## config.mk

```make
export PLATFORM = sky130hd
export DESIGN_NAME = db_read_ctrl_flat
export DESIGN_NICKNAME = d
export VERILOG_FILES = /design/src/rtl/db_read_ctrl_if.sv /design/src/rtl/db_read_ctrl.sv /design/src/flat_wrapper.sv
export SDC_FILE = /design/constraint.sdc
export NUM_CORES = 1
export LEC_CHECK = 0
export ABC_AREA = 1
export BUFFER_PORTS_ARGS = -buffer_cell sky130_fd_sc_hd__buf_2
export CAP_MARGIN = 20
export CORE_MARGIN = 2
export CORE_UTILIZATION = 52
export DETAILED_ROUTE_END_ITERATION = 8
export PLACE_DENSITY = 0.79
export SLEW_MARGIN = 20
export SYNTH_ARGS = -nofsm -noshare
export SYNTH_HDL_FRONTEND = slang
export SYNTH_SLANG_ARGS = --single-unit
export TNS_END_PERCENT = 20
```

## constraint.sdc

```tcl
create_clock -name clk -period 2.08 [get_ports clk]
set_clock_uncertainty 0.1 [all_clocks]
set_input_delay 0.104 -clock clk [delete_from_list [all_inputs] [get_ports clk]]
set_output_delay 0.104 -clock clk [all_outputs]
set_load 0.02 [all_outputs]
```

## src/rtl/db_read_ctrl_if.sv

```systemverilog
// Handshake bundle between the protocol FSMs and the buffer read controller.
// master drives requests/packet control; slave is the read controller.
interface db_read_ctrl_if #(
  parameter int AW = 6
);
  logic          get_tx_data;
  logic          get_rx_data;
  logic [AW:0]   buff_occ;
  logic          clear;
  logic          flush;
  logic          pkt_done;
  logic          ack;
  logic          retry;
  logic          read_en;
  logic [AW-1:0] read_addr;
  logic [AW:0]   read_ptr;
  logic [AW:0]   commit_ptr;
  logic [AW:0]   pkt_len;
  logic          busy;
  logic          underrun;
  logic          protocol_err;

  modport master (
    output get_tx_data, get_rx_data, buff_occ,
    output clear, flush, pkt_done, ack, retry,
    input  read_en, read_addr, read_ptr,
    input  commit_ptr, pkt_len, busy,
    input  underrun, protocol_err
  );

  modport slave (
    input  get_tx_data, get_rx_data, buff_occ,
    input  clear, flush, pkt_done, ack, retry,
    output read_en, read_addr, read_ptr,
    output commit_ptr, pkt_len, busy,
    output underrun, protocol_err
  );
endinterface

```

## src/rtl/db_read_ctrl.sv

```systemverilog
// USB endpoint buffer read controller: read strobes, wrap-extended
// read pointer and a committed packet-start pointer for NAK replay.
module db_read_ctrl #(
  parameter int DEPTH = 64,
  parameter int AW    = $clog2(DEPTH)
) (
  input  logic         clk,
  input  logic         rst,
  db_read_ctrl_if.slave bus
);

  typedef enum logic [1:0] {
    IDLE   = 2'd0,
    ACTIVE = 2'd1,
    HOLD   = 2'd2
  } state_t;

  generate
    if (DEPTH < 4 || (DEPTH & (DEPTH - 1)) != 0 || (1 << AW) != DEPTH) begin : g_bad_depth
      $error("db_read_ctrl: DEPTH must be a power of two >= 4");
    end
  endgenerate

  state_t        state_q, state_d;
  logic [AW:0]   rptr_q, rptr_d;
  logic [AW:0]   cptr_q, cptr_d;
  logic [AW-1:0] addr_q, addr_d;
  logic          ren_q, ren_d;
  logic          unr_q, unr_d;
  logic          perr_q, perr_d;

  logic req;
  logic has_data;
  logic clr;

  assign req      = bus.get_tx_data | bus.get_rx_data;
  assign has_data = (bus.buff_occ != '0);
  assign clr      = bus.clear | bus.flush;

  // Only the highest-priority event acts; pkt_done may also carry a read.
  always_comb begin
    state_d = state_q;
    rptr_d  = rptr_q;
    cptr_d  = cptr_q;
    addr_d  = addr_q;
    ren_d   = 1'b0;
    unr_d   = 1'b0;
    perr_d  = 1'b0;
    if (clr) begin
      state_d = IDLE;
      rptr_d  = '0;
      cptr_d  = '0;
      addr_d  = '0;
    end else if (bus.retry) begin
      if (state_q == HOLD) begin
        rptr_d  = cptr_q;
        state_d = IDLE;
      end else begin
        perr_d = 1'b1;
      end
    end else if (bus.ack) begin
      if (state_q == HOLD) begin
        cptr_d  = rptr_q;
        state_d = IDLE;
      end else begin
        perr_d = 1'b1;
      end
    end else if (bus.pkt_done) begin
      if (state_q == ACTIVE) begin
        state_d = HOLD;
        if (req && has_data) begin
          ren_d  = 1'b1;
          addr_d = rptr_q[AW-1:0];
          rptr_d = rptr_q + 1'b1;
        end
      end else begin
        perr_d = 1'b1;
      end
    end else if (req) begin
      if (state_q == HOLD) begin
        perr_d = 1'b1;
      end else if (!has_data) begin
        unr_d = 1'b1;
      end else begin
        ren_d   = 1'b1;
        addr_d  = rptr_q[AW-1:0];
        rptr_d  = rptr_q + 1'b1;
        state_d = ACTIVE;
      end
    end
  end

  always_ff @(posedge clk or posedge rst) begin
    if (rst) begin
      state_q <= IDLE;
      rptr_q  <= '0;
      cptr_q  <= '0;
      addr_q  <= '0;
      ren_q   <= 1'b0;
      unr_q   <= 1'b0;
      perr_q  <= 1'b0;
    end else begin
      state_q <= state_d;
      rptr_q  <= rptr_d;
      cptr_q  <= cptr_d;
      addr_q  <= addr_d;
      ren_q   <= ren_d;
      unr_q   <= unr_d;
      perr_q  <= perr_d;
    end
  end

  assign bus.read_en      = ren_q;
  assign bus.read_addr    = addr_q;
  assign bus.read_ptr     = rptr_q;
  assign bus.commit_ptr   = cptr_q;
  assign bus.pkt_len      = rptr_q - cptr_q;
  assign bus.busy         = (state_q != IDLE);
  assign bus.underrun     = unr_q;
  assign bus.protocol_err = perr_q;

endmodule

```

## src/flat_wrapper.sv

```systemverilog
// flat-port wrapper written by rule: the top's interface ports become plain ports
module db_read_ctrl_flat 
#(
  parameter int DEPTH = 64,
  parameter int AW    = $clog2(DEPTH)
)
  (clk, rst, bus_get_tx_data, bus_get_rx_data, bus_buff_occ, bus_clear, bus_flush, bus_pkt_done, bus_ack, bus_retry, bus_read_en, bus_read_addr, bus_read_ptr, bus_commit_ptr, bus_pkt_len, bus_busy, bus_underrun, bus_protocol_err);
  db_read_ctrl_if #(.AW(AW)) bus_i ();
  input  logic clk;
  input  logic rst;
  input wire logic [$bits(bus_i.get_tx_data)-1:0] bus_get_tx_data;
  input wire logic [$bits(bus_i.get_rx_data)-1:0] bus_get_rx_data;
  input wire logic [$bits(bus_i.buff_occ)-1:0] bus_buff_occ;
  input wire logic [$bits(bus_i.clear)-1:0] bus_clear;
  input wire logic [$bits(bus_i.flush)-1:0] bus_flush;
  input wire logic [$bits(bus_i.pkt_done)-1:0] bus_pkt_done;
  input wire logic [$bits(bus_i.ack)-1:0] bus_ack;
  input wire logic [$bits(bus_i.retry)-1:0] bus_retry;
  output wire logic [$bits(bus_i.read_en)-1:0] bus_read_en;
  output wire logic [$bits(bus_i.read_addr)-1:0] bus_read_addr;
  output wire logic [$bits(bus_i.read_ptr)-1:0] bus_read_ptr;
  output wire logic [$bits(bus_i.commit_ptr)-1:0] bus_commit_ptr;
  output wire logic [$bits(bus_i.pkt_len)-1:0] bus_pkt_len;
  output wire logic [$bits(bus_i.busy)-1:0] bus_busy;
  output wire logic [$bits(bus_i.underrun)-1:0] bus_underrun;
  output wire logic [$bits(bus_i.protocol_err)-1:0] bus_protocol_err;
  assign bus_i.get_tx_data = bus_get_tx_data;
  assign bus_i.get_rx_data = bus_get_rx_data;
  assign bus_i.buff_occ = bus_buff_occ;
  assign bus_i.clear = bus_clear;
  assign bus_i.flush = bus_flush;
  assign bus_i.pkt_done = bus_pkt_done;
  assign bus_i.ack = bus_ack;
  assign bus_i.retry = bus_retry;
  assign bus_read_en = bus_i.read_en;
  assign bus_read_addr = bus_i.read_addr;
  assign bus_read_ptr = bus_i.read_ptr;
  assign bus_commit_ptr = bus_i.commit_ptr;
  assign bus_pkt_len = bus_i.pkt_len;
  assign bus_busy = bus_i.busy;
  assign bus_underrun = bus_i.underrun;
  assign bus_protocol_err = bus_i.protocol_err;
  db_read_ctrl #(.DEPTH(DEPTH), .AW(AW)) u_core (.clk(clk), .rst(rst), .bus(bus_i));
endmodule
```

==> flow_summary.toml, run 1 <==
[synth]
synth_top_area_cell = "dfrtp_1"
netlist_top_cells_count = "56 x nand2_1, 27 x nand3_1, 25 x dfrtp_1, 25 x inv_1, 19 x nor2_1"
syn_avg_cell_area_um2 = 7.723
synth_enable_flop_cells = 0
syn-num-nets = 250
synth.top_cells.by_area = "dfrtp_1 36%, nand2_1 12%, nand3_1 7.7%"
synth_most_common_cell = "nand2_1"
yosysUniqueCellTypes = 32
ys.flop_type = "dfrtp_1"
async_flop_share_pct = 100.0
ys_seq_elements = 25
synth_top_area_share_pct = 35.84
ys_warn_count = 0
synthCells = 226
ys_seq_area_share_pct = 35.84
syn-cell-area_mm2 = 0.001745

[power]
clkPwrFrac_pct = 28.1
p_leak_uw = 0.001266
p_int_uw = 631.4
cellPowerDensity_mw_per_mm2 = 382.4
combPwrFrac_pct = 17.5
irDropWorstVdd_mv = 0.1874
finalPower_uw = 907.7
p_sw_uw = 276.3
seqPwrFrac_pct = 54.4
switching_share_pct = 30.43

[floorplanning]
num_rows = 21
die_h_um = 61.94
start_util_pct = 53.14
die-area_mm2 = 0.003836
fp.dieW_um = 61.94
ios = 47
core_area_mm2 = 0.003284

[clocking]
numCtsBuffers = 3
cts_tree = "built"
clk_pin_slew_ns = 0.15
cts_root_buffer = "clkbuf_4"
clock_sinks = 25
h-tree-depth = 1
clk_latency_ns = 0.35
clock_path_buffers = 2

[finish]
drive_gt1_share_pct = 38.67
fillCellCount = 227
antennaDiodeCount = 0
nNetsFinal = 325
area_delta_synth_final_pct = 35.99

[worst_setup_path]
crit_fanout = 2
arrival_ns = 1.87
startpoint_type = "flop"
critical_path_required_ns = 1.88
end_kind = "output pin"
crit_type = "flop to output pin"

[placed_design]
dp_hpwl_um = 3062
gp_congestion = 0.9264
io_buffers = 46

[timing]
worst_slew_pin_slew_ns = 0.3824
fmax_mhz = 482.3
tns_ns = 0
rsz0062_at_grt = "true"
hold_viol = 0
fin_crit_ns = 2.073
slew_violations = 0
finalSetupViolCount = 0
maxSlewHeadroom_pct = 74.43
min_period_over_period_pct = 99.68

[drt]
drc = 0
drtAntennaViolNets = 0
drt_pass1_iterations = 5
wl_um = 4674
vias_per_cell = 5.124
drtIter0Drc = 126
routedWlPerCell_um = 13.51
vias = 1773

[hold_path]
hold_path_class = "primary input to flop"

[global_route]
grt_use_total_pct = 24.68
overflow = 0
grt_pass1_vias = 1487
antenna_found_initial = 0
grt_pass1_wl_um = 6879
grt_max_degree = 26

[flow_run]
cap_violations = 0

[run_status]
outcome = "finished clean"
==> worst paths after layout <==
| check | from | to | slack (ns) | depth (start not counted) |
|---|---|---|---|---|
| worst min-delay path | bus_flush | u_core.bus.protocol_err | 0.01 | 4 |
| worst min register to register | u_core.bus.read_addr[0] | u_core.bus.read_addr[0] | 0.43 | 2 |
| max in group asynchronous | rst | u_core.bus.read_ptr[4] | 1.40 | 4 |
| worst max register to register | u_core.bus.read_ptr[0] | u_core.bus.read_ptr[4] | 0.31 | 11 |
| min in group asynchronous | rst | u_core.bus.commit_ptr[1] | 0.22 | 4 |
| worst max-delay path | u_core.bus.commit_ptr[0] | bus_pkt_len[2] | 0.007 | 6 |
==> metrics by stage <==
stage | std cells | area (um2) | hold WS [ns] | utilization [%] | setup slack (ns)
floorplan | 226 | 1745 | 0.03132 | - | 0.007118
global placement | 320 | 2053 | 0.06949 | 62.51 | 0.2679
detailed placement | 320 | 2053 | 0.07533 | 62.51 | 0.2483
CTS | 341 | 2291 | 0.005876 | 69.75 | 0.002179
global route | 346 | 2374 | 0.02587 | 72.27 | -0.1160
finish | 346 | 2374 | 0.01230 | 72.27 | 0.006683
==> registers in the layout (all words and copies together) (netlist names) <==
name and flops:
u_core.bus.commit_ptr 7, u_core.bus.protocol_err 1, u_core.bus.read_addr 6, u_core.bus.read_en 1, u_core.bus.read_ptr 7, u_core.bus.underrun 1, u_core.state_q 2
==> cells in the final DEF (no fill, tap or decap), types with 2 or more instances in the layout <==
cell / instances
nand4_1: 3
dfrtp_2: 3
inv_2: 9
a21o_1: 2
nor2_1: 18
a31oi_1: 2
o21ai_2: 6
o22ai_1: 2
o21ai_0: 6
dlygate4sd3_1: 12
nand2_1: 56
clkbuf_4: 3
xnor2_1: 5
o21ai_1: 2
nand2_2: 14
ha_4: 5
buf_2: 43
nand3_1: 26
nor2_4: 3
xor2_1: 2
ha_1: 2
a21oi_1: 3
nand3_2: 2
buf_4: 17
inv_1: 20
nand2_8: 2
dfrtp_1: 22
==> kinds of logic after synthesis <==
family                     Yosys count  share of synthesized area [%]
DFF                                 25                          35.84
adders and majority gates            8                          6.165
buffers and inverters               32                          7.168
xor gates and xnor gates             7                          3.513
and+or+nand+nor                    130                          38.35
AOI/OAI and AO/OA                   24                          8.960
==> metal layers <==
metal	vias to the layer above	part of all wire, %	track usage (%)
met2	69	51	43.46
met4	0	2.5	6.687
met5	-	0	0
li1	885	-	-
met3	9	5.5	1.449
met1	810	41	32.94
==> power groups by stage <==
stage,combinational [uW],sequential [uW],clock [uW]
after floorplan,81.0,509,0
after global placement,129,503,0
after detailed placement,130,503,0
after CTS,152,494,255
after global routing,173,495,275
final,159,494,255
==> critical path: stages, from the launching register on <==
cell and delay (ns):
dfrtp_1 0.44, ha_4 0.18, fa_2 0.34, buf_4 0.14, buf_4 0.13, xnor2_1 0.14, buf_4 0.16
==> what timing repair did <==
| action | in CTS | in global routing |
|---|---|---|
| hold buffers | 12 | 0 |
| buffers inserted | 5 | 5 |
| endpoints found under the hold margin | 29 | 0 |
| gates resized for setup | 12 | 11 |
| pin swaps | 4 | 2 |
| setup endpoints to repair | 4 | 15 |
==> area by class of cell <==
class | instances | area, um2 | share of cell area [%]
multi-input combinational | 169 | 1077 | 45.39
sequential | 25 | 629.4 | 26.52
timing repair buffer | 72 | 462.9 | 19.50
inverter | 30 | 115.1 | 4.850
tap | 46 | 57.56 | 2.425
clock buffer | 3 | 22.52 | 0.9489
clock inverter | 1 | 8.758 | 0.3690
(Power assumes the default switching activity.)
==> run 2: changes to the inputs <==
--- a/config.mk
+++ b/config.mk
@@ -5,11 +5,11 @@
 export SDC_FILE = /design/constraint.sdc
 export NUM_CORES = 1
 export LEC_CHECK = 0
-export ABC_AREA = 1
+export ABC_AREA = 0
 export BUFFER_PORTS_ARGS = -buffer_cell sky130_fd_sc_hd__buf_2
 export CAP_MARGIN = 20
 export CORE_MARGIN = 2
-export CORE_UTILIZATION = 52
+export CORE_UTILIZATION = 51
 export DETAILED_ROUTE_END_ITERATION = 8
 export PLACE_DENSITY = 0.79
 export SLEW_MARGIN = 20
==> run 2 against run 1 <==
Against the previous run: the flow now finishes with violations (negative setup slack); core utilization decreased by 2.6 points; count of clock-buffer cells in the layout grew 1; die area down 5.8%; fmax down 13%; first-iteration DRC count fell by 37%; critical endpoint is now bus_pkt_len[6]; largest cell class unchanged.
==> flow_summary.toml, run 2 <==
[placed_design]
placed_area_mm2 = 0.001953
io_buffers = 46
gp_congestion = 0.8958
dp_hpwl_um = 2701
dp_slack_ns = -0.003665
dp_cells = 277

[power]
p_leak_uw = 0.001054
irDropWorstVdd_mv = 0.2608
cellPowerDensity_mw_per_mm2 = 391.7

[global_route]
grt_max_degree = 26
overflow = 0
grt_pass1_vias = 1433
antenna_found_initial = 0
grt_use_total_pct = 22.51
grt_pass1_wl_um = 6147

[worst_setup_path]
crit_fanout = 2
arrival_ns = 2.19
end_kind = "output pin"
critical_path_required_ns = 1.88
worstSetupStartpoint = "u_core.bus.commit_ptr[0]"
r2r_start = "u_core.state_q[1]"
reg2reg_depth = 5
timing.rr.end = "u_core.bus.read_ptr[2]"
reg2reg_slack_ns = 0.30
crit_type = "flop to output pin"
startpoint_type = "flop"

[finish]
finish.utilization_pct = 69.67
antennaDiodeCount = 0
layout_common_cells = "44 x buf_2, 31 x nor2_1, 23 x dfrtp_1"
drive_gt1_share_pct = 34.41
layout.cells.most_common = "buf_2"
nNetsFinal = 272
fin_area_mm2 = 0.002110
stdcell_count = 291
area_delta_synth_final_pct = 31.31

[timing]
hold_viol = 0
worst_slew_pin_slew_ns = 0.7423
maxSlewHeadroom_pct = 50.46
slew_violations = 0
fmax_mhz = 418.4
finalSetupViolCount = 3
rsz0062_at_grt = "true"
worst_slack_ns = -0.3100
min_period_over_period_pct = 114.9
fin_crit_ns = 2.390

[floorplanning]
fp.dieW_um = 60.13
die-area_mm2 = 0.003615
start_util_pct = 53.06
die_h_um = 60.13
core_area_mm2 = 0.003028
ios = 47
num_rows = 20

[synth]
synthCells = 182
yosysUniqueCellTypes = 47
ys_seq_elements = 25
netlist_top_cells_count = "31 x nor2_1, 25 x dfrtp_1, 14 x inv_1"
synth_most_common_cell = "nor2_1"
synth_top_area_cell = "dfrtp_1"
ys_seq_area_share_pct = 38.94
syn_avg_cell_area_um2 = 8.827
syn-num-nets = 206
synth_enable_flop_cells = 0
synth_top_area_share_pct = 38.94
async_flop_share_pct = 100.0
ys.flop_type = "dfrtp_1"
syn-cell-area_mm2 = 0.001607
synth.top_cells.by_area = "dfrtp_1 39%, nor2_1 7.2%, mux2i_1 5.6%"
ys_warn_count = 0

[clocking]
clk_pin_slew_ns = 0.14
clock_sinks = 25
cts_tree = "built"
h-tree-depth = 1
clk_latency_ns = 0.33
numCtsBuffers = 3
cts_root_buffer = "clkbuf_4"
clock_path_buffers = 2

[hold_path]
worstHoldStart = "bus_buff_occ[3]"
hold_path_class = "primary input to flop"
whs_endpoint = "u_core.bus.underrun"
holdPathStages = 3

[drt]
drtIter0Drc = 80
routedWlPerCell_um = 12.93
drtAntennaViolNets = 0
drc = 0
vias = 1598
vias_per_cell = 5.491
drt_pass1_iterations = 4
wl_um = 3764

[flow_run]
cap_violations = 0

[run_status]
violations = "negative setup slack"
outcome = "finished with violations"
[run 2: changes by cell type after synthesis, moves of 5 or more]
cell and change:
o31ai_1 +6, nand2_2 -14, nor2_1 +12, nand2_1 -43, a21oi_1 +8, inv_1 -11
mux2i_1 +9, nand3_1 -23, nor4_1 +5, o21ai_2 -5, clkbuf_1 +5
[run 2: layer usage]
metal	wire length [um]	up-vias	track usage (%)	share of wire, %
li1	-	774	-	-
met1	1724	772	30.15	46
met4	65	0	8.254	1.7
met2	1832	45	37.58	49
met3	141	7	2.165	3.7
met5	0	-	0	0
[run 2: area by class of cell]
cell class / instances / area, um2
flip-flops and latches: 25 / 628.1
inverters: 14 / 52.55
multi-input cells: 134 / 913.4
clock buffers: 4 / 26.28
well taps: 44 / 55.05
repair buffers: 70 / 434.2
fillers: 252 / 918.4
[run 2: timing repair]
action                                 4_1_cts  5_1_grt
resized for setup                           10        5
hold buffers                                 6        0
setup endpoints to repair                    4        4
setup buffers                                3        1
endpoints found under the hold margin       23        0
pin swaps                                    5        5
cloned                                       0        0
[run 2: how the worst max path moves through the flow]
stage | to | slack, ns
after floorplan | bus_pkt_len[6] | 0.00003
after global placement | bus_pkt_len[6] | 0.03
after detailed placement | bus_pkt_len[6] | -0.004
after CTS | bus_pkt_len[6] | -0.34
after global routing | bus_pkt_len[6] | -0.40
final | bus_pkt_len[6] | -0.31
[run 2: cell families (layout without fill, tap and decap cells)]
group,after synthesis,in the layout,synth area share (%)
adder cells (fa/ha/maj),8,8,6.698
AO/OA/AOI/OAI,43,43,19.00
AND/OR/NAND/NOR,72,72,22.43
buffers and inverters,23,88,6.231
flip-flops,25,25,38.94
multiplexers,9,9,5.608
XOR/XNOR,2,2,1.091
[run 2: critical path, cell delays in order, from the launching register on]
cell and delay [ns]:
dfrtp_1 0.44, ha_4 0.18, fa_2 0.36, nor2b_2 0.14
o21ai_2 0.08, a21boi_2 0.14, nor4_1 0.06, a311o_1 0.33
buf_6 0.13
[run 2: per-stage QoR]
| step | setup TNS [ns] | hold slack (ns) | total power, uW |
|---|---|---|---|
| global route | -0.9950 | 0.02986 | 846.8 |
| CTS | -0.7494 | 0.01420 | 828.5 |
| detailed placement | -0.003665 | 0.1676 | 597.8 |
| finish | -0.6523 | 0.01783 | 826.2 |
| floorplan | 0 | 0.03125 | 564.0 |
| global placement | 0 | 0.1629 | 597.0 |
[run 2: report_power, final]
group          leakage (uW)  switching [uW]  internal (uW)
Clock             0.0000150             153           75.3
Sequential         0.000345            1.31            489
Combinational      0.000694            65.2           42.9
Total               0.00105             219            607
==> run 3: changes to the inputs <==
--- a/config.mk
+++ b/config.mk
@@ -7,11 +7,11 @@
 export LEC_CHECK = 0
 export ABC_AREA = 0
 export BUFFER_PORTS_ARGS = -buffer_cell sky130_fd_sc_hd__buf_2
-export CAP_MARGIN = 20
 export CORE_MARGIN = 2
-export CORE_UTILIZATION = 51
+export CORE_UTILIZATION = 55
 export DETAILED_ROUTE_END_ITERATION = 8
-export PLACE_DENSITY = 0.79
+export PLACE_DENSITY = 0.84
+export SKIP_LAST_GASP = 1
 export SLEW_MARGIN = 20
 export SYNTH_ARGS = -nofsm -noshare
 export SYNTH_HDL_FRONTEND = slang
==> constraint.sdc (replaced) <==
create_clock -name clk -period 2.9 [get_ports clk]
set_clock_uncertainty 0.1 [all_clocks]
set_input_delay 0.145 -clock clk [delete_from_list [all_inputs] [get_ports clk]]
set_output_delay 0.145 -clock clk [all_outputs]
set_load 0.02 [all_outputs]
==> run 3 against run 2 <==
Against the previous run: the flow now finishes without violations; cell count fell by 11%; die area is 6.8% lower; largest cell class unchanged; non-clock buffer count fell by 20; first-iteration DRC count down 13%; register-to-register slack better by 0.65 ns; critical path type unchanged; count of clock-buffer cells in the layout unchanged; core utilization is 0.98 points lower; hold slack lost 0.012 ns; setup slack better by 0.51 ns; wire length down 4.8%.
==> flow_summary.toml, run 3 (same netlist as run 2, synthesis figures left out) <==
[clocking]
cts_root_buffer = "clkbuf_4"
clk_latency_ns = 0.32
numCtsBuffers = 3
clock_sinks = 25
cts_tree = "built"
h-tree-depth = 1
clock_path_buffers = 2
clk_pin_slew_ns = 0.14

[finish]
nNetsFinal = 252
regArea_um2 = 626.9
fillCellCount = 233
layout.cells.most_common = "buf_2"
drive_gt1_share_pct = 26.87
multiInputGateArea_um2 = 884.6
antennaDiodeCount = 0
layout_common_cells = "46 x buf_2, 31 x nor2_1, 24 x dfrtp_1"
finish.utilization_pct = 68.69
area_delta_synth_final_pct = 17.91

[timing]
tns_ns = 0
hold_viol = 0
slew_violations = 0
worst_slew_pin_slew_ns = 0.9459
min_period_over_period_pct = 93.07
fmax_mhz = 370.5
maxSlewHeadroom_pct = 36.87
rsz0062_at_grt = "false"
fin_crit_ns = 2.699
finalSetupViolCount = 0

[worst_setup_path]
crit_path_cell_trace = "inv_1, ha_1, fa_1, nor2b_1, o21ai_0, a21boi_2, nor4_1, a311o_1, buf_2"
slowest_delay_ns = 0.43
crit_fanout = 6
startpoint_type = "flop"
arrival_ns = 2.45
crit_slowest_cell = "dfrtp_2"
critical_path_required_ns = 2.65
end_kind = "output pin"
crit_type = "flop to output pin"

[drt]
vias_per_cell = 5.686
vias = 1467
drc = 0
drt_pass1_iterations = 4
drtAntennaViolNets = 0
drtIter0Drc = 70
routedWlPerCell_um = 13.89
wl_um = 3583

[floorplanning]
die-area_mm2 = 0.003369
ios = 47
fp.dieW_um = 58.05
start_util_pct = 58.26
num_rows = 19
die_h_um = 58.05
core_area_mm2 = 0.002758

[run_status]
outcome = "finished clean"

[global_route]
grt_pass1_wl_um = 5775
antenna_found_initial = 0
grt_max_degree = 27
grt_use_total_pct = 21.97
overflow = 0
grt_pass1_vias = 1368

[placed_design]
io_buffers = 46
dp_hpwl_um = 2605
gp_congestion = 0.7972

[power]
cellPowerDensity_mw_per_mm2 = 305.9
irDropWorstVdd_mv = 0.3251
finalPower_uw = 579.5
p_leak_uw = 0.0009420

[hold_path]
hold_path_class = "primary input to flop"

[flow_run]
cap_violations = 0
## run 3: worst max-delay path, delay by kind of cell (launching register included)
kind / cells / cell delay (ns)
adders and majority gates: 2 / 0.63
and+or+nand+nor: 2 / 0.19
AOI/OAI and AO/OA: 3 / 0.65
buffers and inverters: 2 / 0.24
DFF: 1 / 0.43
## run 3: cell type report
type	instances	share of cell area, %
timing repair buffer	50	14.00
inverter	14	2.774
clock buffer	4	1.387
sequential	25	33.09
multi-input combinational	134	46.70
tap	31	2.048
## run 3: timing repair
item,in CTS,in global routing
endpoints found under the hold margin,26,0
setup endpoints to repair,0,1
resized for setup,0,3
hold buffers,2,0
buffers inserted,0,1
## run 3: worst paths after layout
kind | to | from | depth (start not counted) | slack [ns]
max | bus_pkt_len[6] | u_core.bus.read_ptr[0] | 9 | 0.20
min reg2reg | u_core.bus.read_addr[5] | u_core.bus.read_addr[5] | 2 | 0.44
max in group asynchronous | u_core.bus.read_ptr[0] | rst | 3 | 1.61
min in group asynchronous | u_core.bus.read_en | rst | 3 | 0.46
min | u_core.state_q[0] | bus_flush | 3 | 0.005
max reg2reg | u_core.bus.read_ptr[5] | u_core.state_q[0] | 5 | 0.95
## run 3: stage by stage
step	setup slack, ns	area (um2)	hold slack [ns]	cells
finish	0.2011	1894	0.005496	258
global route	0.05493	1894	0.02411	258
CTS	0.0005815	1882	0.003590	257
detailed placement	0.3778	1836	0.3043	251
global placement	0.4797	1836	0.2928	251
floorplan	0.5086	1607	0.07232	182
## run 3: power breakdown
group	switching, uW	internal, uW	total (uW)	leakage [uW]
combinational	43.9	24.4	68.3	0.000580
clock	105	53.8	159	0.0000150
sequential	2.02	351	353	0.000347
total	151	429	579	0.000942
## run 3: metal layers
layer	global-route usage, %	vias to the layer above	wire [um]
li1	-	736	-
met1	29.00	679	1599
met2	37.99	45	1707
met3	2.455	7	215
met4	6.645	0	61
met5	0	-	0
